[config.mk]
export PLATFORM = sky130hd
export DESIGN_NAME = dr_writeback
export DESIGN_NICKNAME = d
export VERILOG_FILES = /design/src/rtl/dr_writeback.sv
export SDC_FILE = /design/constraint.sdc
export NUM_CORES = 1
export LEC_CHECK = 0
export ABC_AREA = 1
export BUFFER_PORTS_ARGS = -buffer_cell sky130_fd_sc_hd__buf_2
export CAP_MARGIN = 0
export CORE_ASPECT_RATIO = 1.2
export CORE_UTILIZATION = 40
export CTS_CLUSTER_SIZE = 40
export DETAILED_ROUTE_END_ITERATION = 8
export SLEW_MARGIN = 40
export SYNTH_ARGS = -nofsm -noshare
export SYNTH_HDL_FRONTEND = slang
export SYNTH_SLANG_ARGS = --single-unit
export TNS_END_PERCENT = 30
[constraint.sdc]
create_clock -name clk -period 6 [get_ports clk]
set_clock_uncertainty 0.2 [all_clocks]
set_input_delay 0.3 -clock clk [delete_from_list [all_inputs] [get_ports clk]]
set_output_delay 0.3 -clock clk [all_outputs]
set_load 0.005 [all_outputs]
[src/rtl/dr_writeback.sv]
// dr_writeback: register file with a one-stage staged writeback and condition codes.
//
// A register write or CC update is staged on one rising edge (wb_addr/wb_data) and
// committed to the array and/or nzp on the next. Staging and commit overlap, so
// back-to-back writes sustain one per cycle.
//
// Configuration macro: DR_WRITEBACK_BYPASS_EN
//   defined     - reads forward the staged write data when its address matches
//   not defined - reads see array contents only; a staged write is visible after commit
//
// Ports:
//   clk        in   1      sole clock, rising edge
//   reset      in   1      asynchronous, active-high reset
//   ir_dr      in   AW     destination field
//   ir_sr1     in   AW     base/source field
//   drmux      in   2      destination select: 00 ir_dr, 01 NREG-1, 10 NREG-2, 11 ir_sr1
//   ld_reg     in   1      stage a register write
//   ld_cc      in   1      stage a condition-code update
//   bus_in     in   WIDTH  write data
//   sr1, sr2   in   AW     read addresses
//   dr         out  AW     selected destination (combinational)
//   sr1_data   out  WIDTH  read data for sr1 (combinational)
//   sr2_data   out  WIDTH  read data for sr2 (combinational)
//   nzp        out  3      registered condition codes {N,Z,P}
//   wb_pending out  1      staged write or CC update awaiting commit
module dr_writeback #(
    parameter int unsigned WIDTH = 16,
    parameter int unsigned NREG  = 8,
    localparam int unsigned AW   = $clog2(NREG)
) (
    input  logic             clk,
    input  logic             reset,
    input  logic [AW-1:0]    ir_dr,
    input  logic [AW-1:0]    ir_sr1,
    input  logic [1:0]       drmux,
    input  logic             ld_reg,
    input  logic             ld_cc,
    input  logic [WIDTH-1:0] bus_in,
    input  logic [AW-1:0]    sr1,
    input  logic [AW-1:0]    sr2,
    output logic [AW-1:0]    dr,
    output logic [WIDTH-1:0] sr1_data,
    output logic [WIDTH-1:0] sr2_data,
    output logic [2:0]       nzp,
    output logic             wb_pending
);

    logic [WIDTH-1:0] r_regfile [NREG];
    logic             r_wb_reg_v;
    logic             r_wb_cc_v;
    logic [AW-1:0]    r_wb_addr;
    logic [WIDTH-1:0] r_wb_data;
    logic [2:0]       r_nzp;
    logic [2:0]       w_nzp_next;

    // Destination select, no register stage.
    always_comb begin
        dr = ir_dr;
        unique case (drmux)
            2'b00: dr = ir_dr;
            2'b01: dr = AW'(NREG - 1);
            2'b10: dr = AW'(NREG - 2);
            2'b11: dr = ir_sr1;
            default: dr = ir_dr;
        endcase
    end

    // Condition codes derived from the staged data being committed.
    always_comb begin
        w_nzp_next = 3'b001;
        if (r_wb_data[WIDTH-1]) begin
            w_nzp_next = 3'b100;
        end else if (r_wb_data == '0) begin
            w_nzp_next = 3'b010;
        end
    end

    // Staging and commit share an edge: the commit uses the previously staged
    // values while the new ones are captured.
    always_ff @(posedge clk or posedge reset) begin
        if (reset) begin
            for (int i = 0; i < int'(NREG); i++) begin
                r_regfile[i] <= '0;
            end
            r_wb_reg_v <= 1'b0;
            r_wb_cc_v  <= 1'b0;
            r_wb_addr  <= '0;
            r_wb_data  <= '0;
            r_nzp      <= 3'b010;
        end else begin
            if (r_wb_reg_v) begin
                r_regfile[r_wb_addr] <= r_wb_data;
            end
            if (r_wb_cc_v) begin
                r_nzp <= w_nzp_next;
            end
            r_wb_reg_v <= ld_reg;
            r_wb_cc_v  <= ld_cc;
            if (ld_reg || ld_cc) begin
                r_wb_addr <= dr;
                r_wb_data <= bus_in;
            end
        end
    end

    always_comb begin
        sr1_data = r_regfile[sr1];
        sr2_data = r_regfile[sr2];
`ifdef DR_WRITEBACK_BYPASS_EN
        if (r_wb_reg_v && (r_wb_addr == sr1)) begin
            sr1_data = r_wb_data;
        end
        if (r_wb_reg_v && (r_wb_addr == sr2)) begin
            sr2_data = r_wb_data;
        end
`endif
    end

    assign nzp        = r_nzp;
    assign wb_pending = r_wb_reg_v | r_wb_cc_v;

endmodule

==> Yosys cells after proc, flatten, opt, wreduce, memory -nomap -nowiden <==
Cells that the tools add are included.
{ "classes": {"addsub": 0, "n_mul": 0, "div": 0, "order_cmp": 4, "eq_ne": 3, "shifts": 0, "n_mux": 12, "bitwise": 4, "n_reduce_logical": 4} }
{ "ops": {"columns": ["op", "count"], "rows": [
  ["bitwise mux 128 bit", 1],
  ["binary-select mux 16 bit (select 3 bit)", 2],
  ["two-way mux 16 bit", 5],
  ["demux 16 bit (select 3 bit)", 1],
  ["zero test 16 bit", 1],
  [">= comparator 4 bit, second input constant", 3],
  ["NOT 3 -> 4 bit", 3],
  ["case mux 3 bit (4 select lines)", 1],
  ["== test 2 bit, second input constant", 2],
  ["less-than comparator 4 x 1 -> 1 bit, second input constant", 1],
  ["two-way mux 3 bit", 1],
  ["== test 2 x 1 -> 1 bit, second input constant", 1],
  ["zero test 2 bit", 1],
  ["two-way mux 2 bit", 1],
  ["logical AND 1 bit", 1],
  ["logical OR 1 bit", 1],
  ["bitwise OR 1 bit", 1]
]} }
{ "word_totals": {"regBits": 152, "latchBits": 0, "mem_bits_rw": 0, "rom_bits": 0, "inputBits": 34, "wordCells": 40, "mem_count": 0} }

==> Longest topological paths before layout <==
{ "depth": {"ltp_word": 6, "ltp_mapped": 7} }

==> Least setup slack after synthesis <==
No wires, ideal clock.
{ "synth_timing": {"kind": "input-to-output", "from": "input sr1[2]", "to": "output sr1_data[0]", "arrival_ps": 998, "t_required_ps": 5500, "slack_ps": 4502, "cell_stages": 5, "n_path_buf": 2, "cell_sequence": "buf_2 > inv_1 > clkbuf_1 > nand2_1 > nand2_1"} }
{ "synth_between": {"elab_chain_len": 4} }
{ "synth_lines": {"columns": ["item", "line", "rtl"], "rows": [
  ["start, declared", "39", "input logic [AW-1:0] sr1,"],
  ["NOT 3 -> 4 bit (implied by the code)", "107", "sr1_data = r_regfile[sr1];"],
  ["binary-select mux 16 bit (select 3 bit)", "107", null],
  ["two-way mux 16 bit (implied by the code) (2 in series)", "107", null],
  ["end, declared", "42", "output logic [WIDTH-1:0] sr1_data,"]
]} }
Every way passes these cells. The select of a mux whose other input is x is not followed.

==> Final worst setup path <==
{ "layout_timing": {"from": "input sr1[1]", "to": "output sr1_data[3]"} }
Same word-level chain as after synthesis.

==> impl_metrics.py <==
metrics = {
    "worst_hold_path": {
        "holdCritPathClass": "input pin to flip-flop",
    },
    "run": {
        "maxCapViolCount": 0,
    },
    "cts": {
        "cts_tree": "yes",
        "cts_root_buffer": "clkbuf_16",
        "cts_buffers": 17,
        "post-cts-setup-buffers": 0,
        "path_clk_slew_ns": 0.06,
        "clk_latency_ns": 0.43,
        "cts.sinks": 152,
        "cts.htree.levels": 4,
        "ctsLongestPathBuffers": 2,
    },
    "setup_path": {
        "max_stage_delay_ns": 0.62,
        "endpoint_kind": "primary output",
        "path_class": "input pin to primary output",
        "cp.required_ns": 5.50,
        "critical-path-slowest-cell": "buf_2",
        "crit_chain": "buf_2, inv_1, buf_4, nand3_1, nand2_1, nand2_1, nand2_1, buf_2",
        "crit_path_frequent_cell": "nand2_1",
        "cp-start-kind": "input pin",
        "cp_data_arrival_time_ns": 2.31,
        "cp_max_fo": 33,
    },
    "timing": {
        "tns_ns": 0,
        "relSlewSlack_pct": 45.71,
        "worst_pin_slew_ns": 0.8144,
        "final_max_slew_viol_count": 0,
        "fmax_mhz": 356.2,
        "post-route-period-util_pct": 46.80,
        "period_needed_ns": 2.808,
        "finalHoldViolations": 0,
        "grt_setup_unrepaired": "false",
        "fin_ws_ns": 3.192,
        "final-setup-viol-count": 0,
    },
    "route": {
        "first_pass_iters": 5,
        "vias": 8143,
        "remaining_drc_errors": 0,
        "avgRoutedWirePerCell_um": 16.44,
        "vias_per_cell": 5.080,
        "antenna_left": 0,
        "totalWireLength_um": 26360,
        "drt_iter0_markers": 749,
    },
    "yosys": {
        "syn_nets": 1305,
        "synth_edf_count": 0,
        "avgSynthCellArea_um2": 6.637,
        "synth_area_leaders": "dfrtp_1, nand2_1, nand3_1, o21ai_0, inv_1",
        "netlist_instances": 1271,
        "synth_top_cell_by_area": "dfrtp_1",
        "yosysSeqAreaShare_pct": 45.11,
        "yosysWarnings": 0,
        "synthTopCellsByCount": "nand2_1, inv_1, dfrtp_1",
        "synth_top_cell_area_share_pct": 44.79,
        "syn_area_mm2": 0.008436,
        "synthFlopType": "dfrtp_1",
        "async_flop_share_pct": 100.0,
        "ys_ff_latch": 152,
        "synth_cell_type_count": 17,
        "synth.most_common_cell": "nand2_1",
    },
    "place": {
        "dp_slack_ns": 3.281,
        "port_buffers": 72,
        "gp_congestion": 0.7895,
        "dpl-instance-area_mm2": 0.008931,
        "post-dp-hpwl_um": 16260,
    },
    "die": {
        "pin_count": 73,
        "start_util_pct": 41.21,
        "core_area_mm2": 0.02047,
        "die_w_um": 134.6,
        "dieArea_mm2": 0.02168,
        "num_rows": 57,
        "die_h_um": 161.1,
    },
    "global_route": {
        "grt-ovfl-total": 0,
        "antenna_found_initial": 0,
        "grt_pass1_vias": 7959,
        "grt_max_degree": 83,
        "met1_usage_pct": 34.12,
        "grt_pass1_wl_um": 42700,
        "grt-busiest-layer": "met2",
        "grt_use_total_pct": 25.91,
        "grt_use_met3_pct": 3.672,
        "grtUsageMet2_pct": 42.51,
    },
    "final_layout": {
        "area_growth_pct": 15.47,
        "fin_util_pct": 47.59,
        "num_antenna_cells": 0,
        "fin_area_mm2": 0.009741,
        "final_nets": 1359,
        "final_layout_size_suffix_gt1_share_pct": 9.567,
    },
    "power": {
        "p_leak_nw": 5.421,
        "total_power_w": 0.003591,
        "vdd_drop_max_mv": 0.1918,
        "powerDensity_mw_per_mm2": 368.7,
    },
    "status": {
        "outcome": "finished clean",
    },
}
metrics by stage:
| step | instances | hold WS [ns] |
|---|---|---|
| after floorplan | 1271 | 0.1314 |
| after global placement | 1548 | 0.2351 |
| after detailed placement | 1550 | 0.2343 |
| after CTS | 1603 | 0.0003141 |
| after global routing | 1603 | 0.02607 |
| final | 1603 | 0.001138 |
state kept, by name, summed over array words and instances (netlist names):
name / cells
nzp: 3
r_regfile: 128
r_wb_addr: 3
r_wb_cc_v: 1
r_wb_data: 16
r_wb_reg_v: 1
layout make-up:
type / count / area, µm²
Inverter: 161 / 616.8
Clock buffer: 19 / 442.9
Timing Repair Buffer: 109 / 701.9
Multi-Input combinational cell: 884 / 3689
Clock inverter: 13 / 153.9
Tap cell: 265 / 331.6
Sequential cell: 152 / 3805
Fill cell: 2127 / 10730
critical path: cells and delay by family:
family / cells / cell delay (ns)
buf+inv: 4 / 1.58
simple gates: 4 / 0.41
what timing repair did:
| action | in CTS | in global routing |
|---|---|---|
| endpoints found under the hold margin | 100 | 0 |
| resized for setup | 0 | 0 |
| hold buffers | 21 | 0 |
power by group:
part           internal (W)  switching [W]
combinational      0.000356       0.000651
clock              0.000661       0.000439
sequential          0.00133       0.000157
total               0.00234        0.00125
path summary, 6_finish.rpt:
kind,slack [ns],startpoint,endpoint,depth (start not counted)
worst max-delay path,3.19,sr1[1],sr1_data[3],8
worst min-delay path,0.001,ir_dr[1],r_wb_addr[1]$_DFFE_PP0P_,3
worst max register to register,4.05,r_wb_addr[0]$_DFFE_PP0P_,r_regfile[37]$_DFFE_PP0P_,5
worst min register to register,0.27,nzp[1]$_DFFE_PP1P_,nzp[1]$_DFFE_PP1P_,2
max in group asynchronous,4.21,reset,r_wb_data[8]$_DFFE_PP0P_,4
min in group asynchronous,0.29,reset,r_regfile[94]$_DFFE_PP0P_,3
cells in the final DEF, fill, tap and decap left out, drive strengths merged:
master       count
o22ai            2
nor3             1
buf             88
clkinvlp         4
nand2          569
nand3          130
inv            161
dfrtp          151
dfstp            1
clkinv           6
nor2            34
dlygate4sd3     21
a21oi           16
bufinv           3
o21ai          132
clkbuf          19
cells by family after synthesis:
| logic type | synth area share (%) |
|---|---|
| buffers and inverters | 11.20 |
| DFF | 45.11 |
| AOI/OAI and AO/OA | 8.929 |
| and+or+nand+nor | 34.77 |
routing by layer:
layer,wire [µm],up-vias,share of wire (%)
met4,702,0,2.7
met5,0,-,0
met1,11880,3826,45
li1,-,3998,-
met3,1370,45,5.2
met2,12400,274,47
Note: power is estimated with default switching activity, not from simulation.
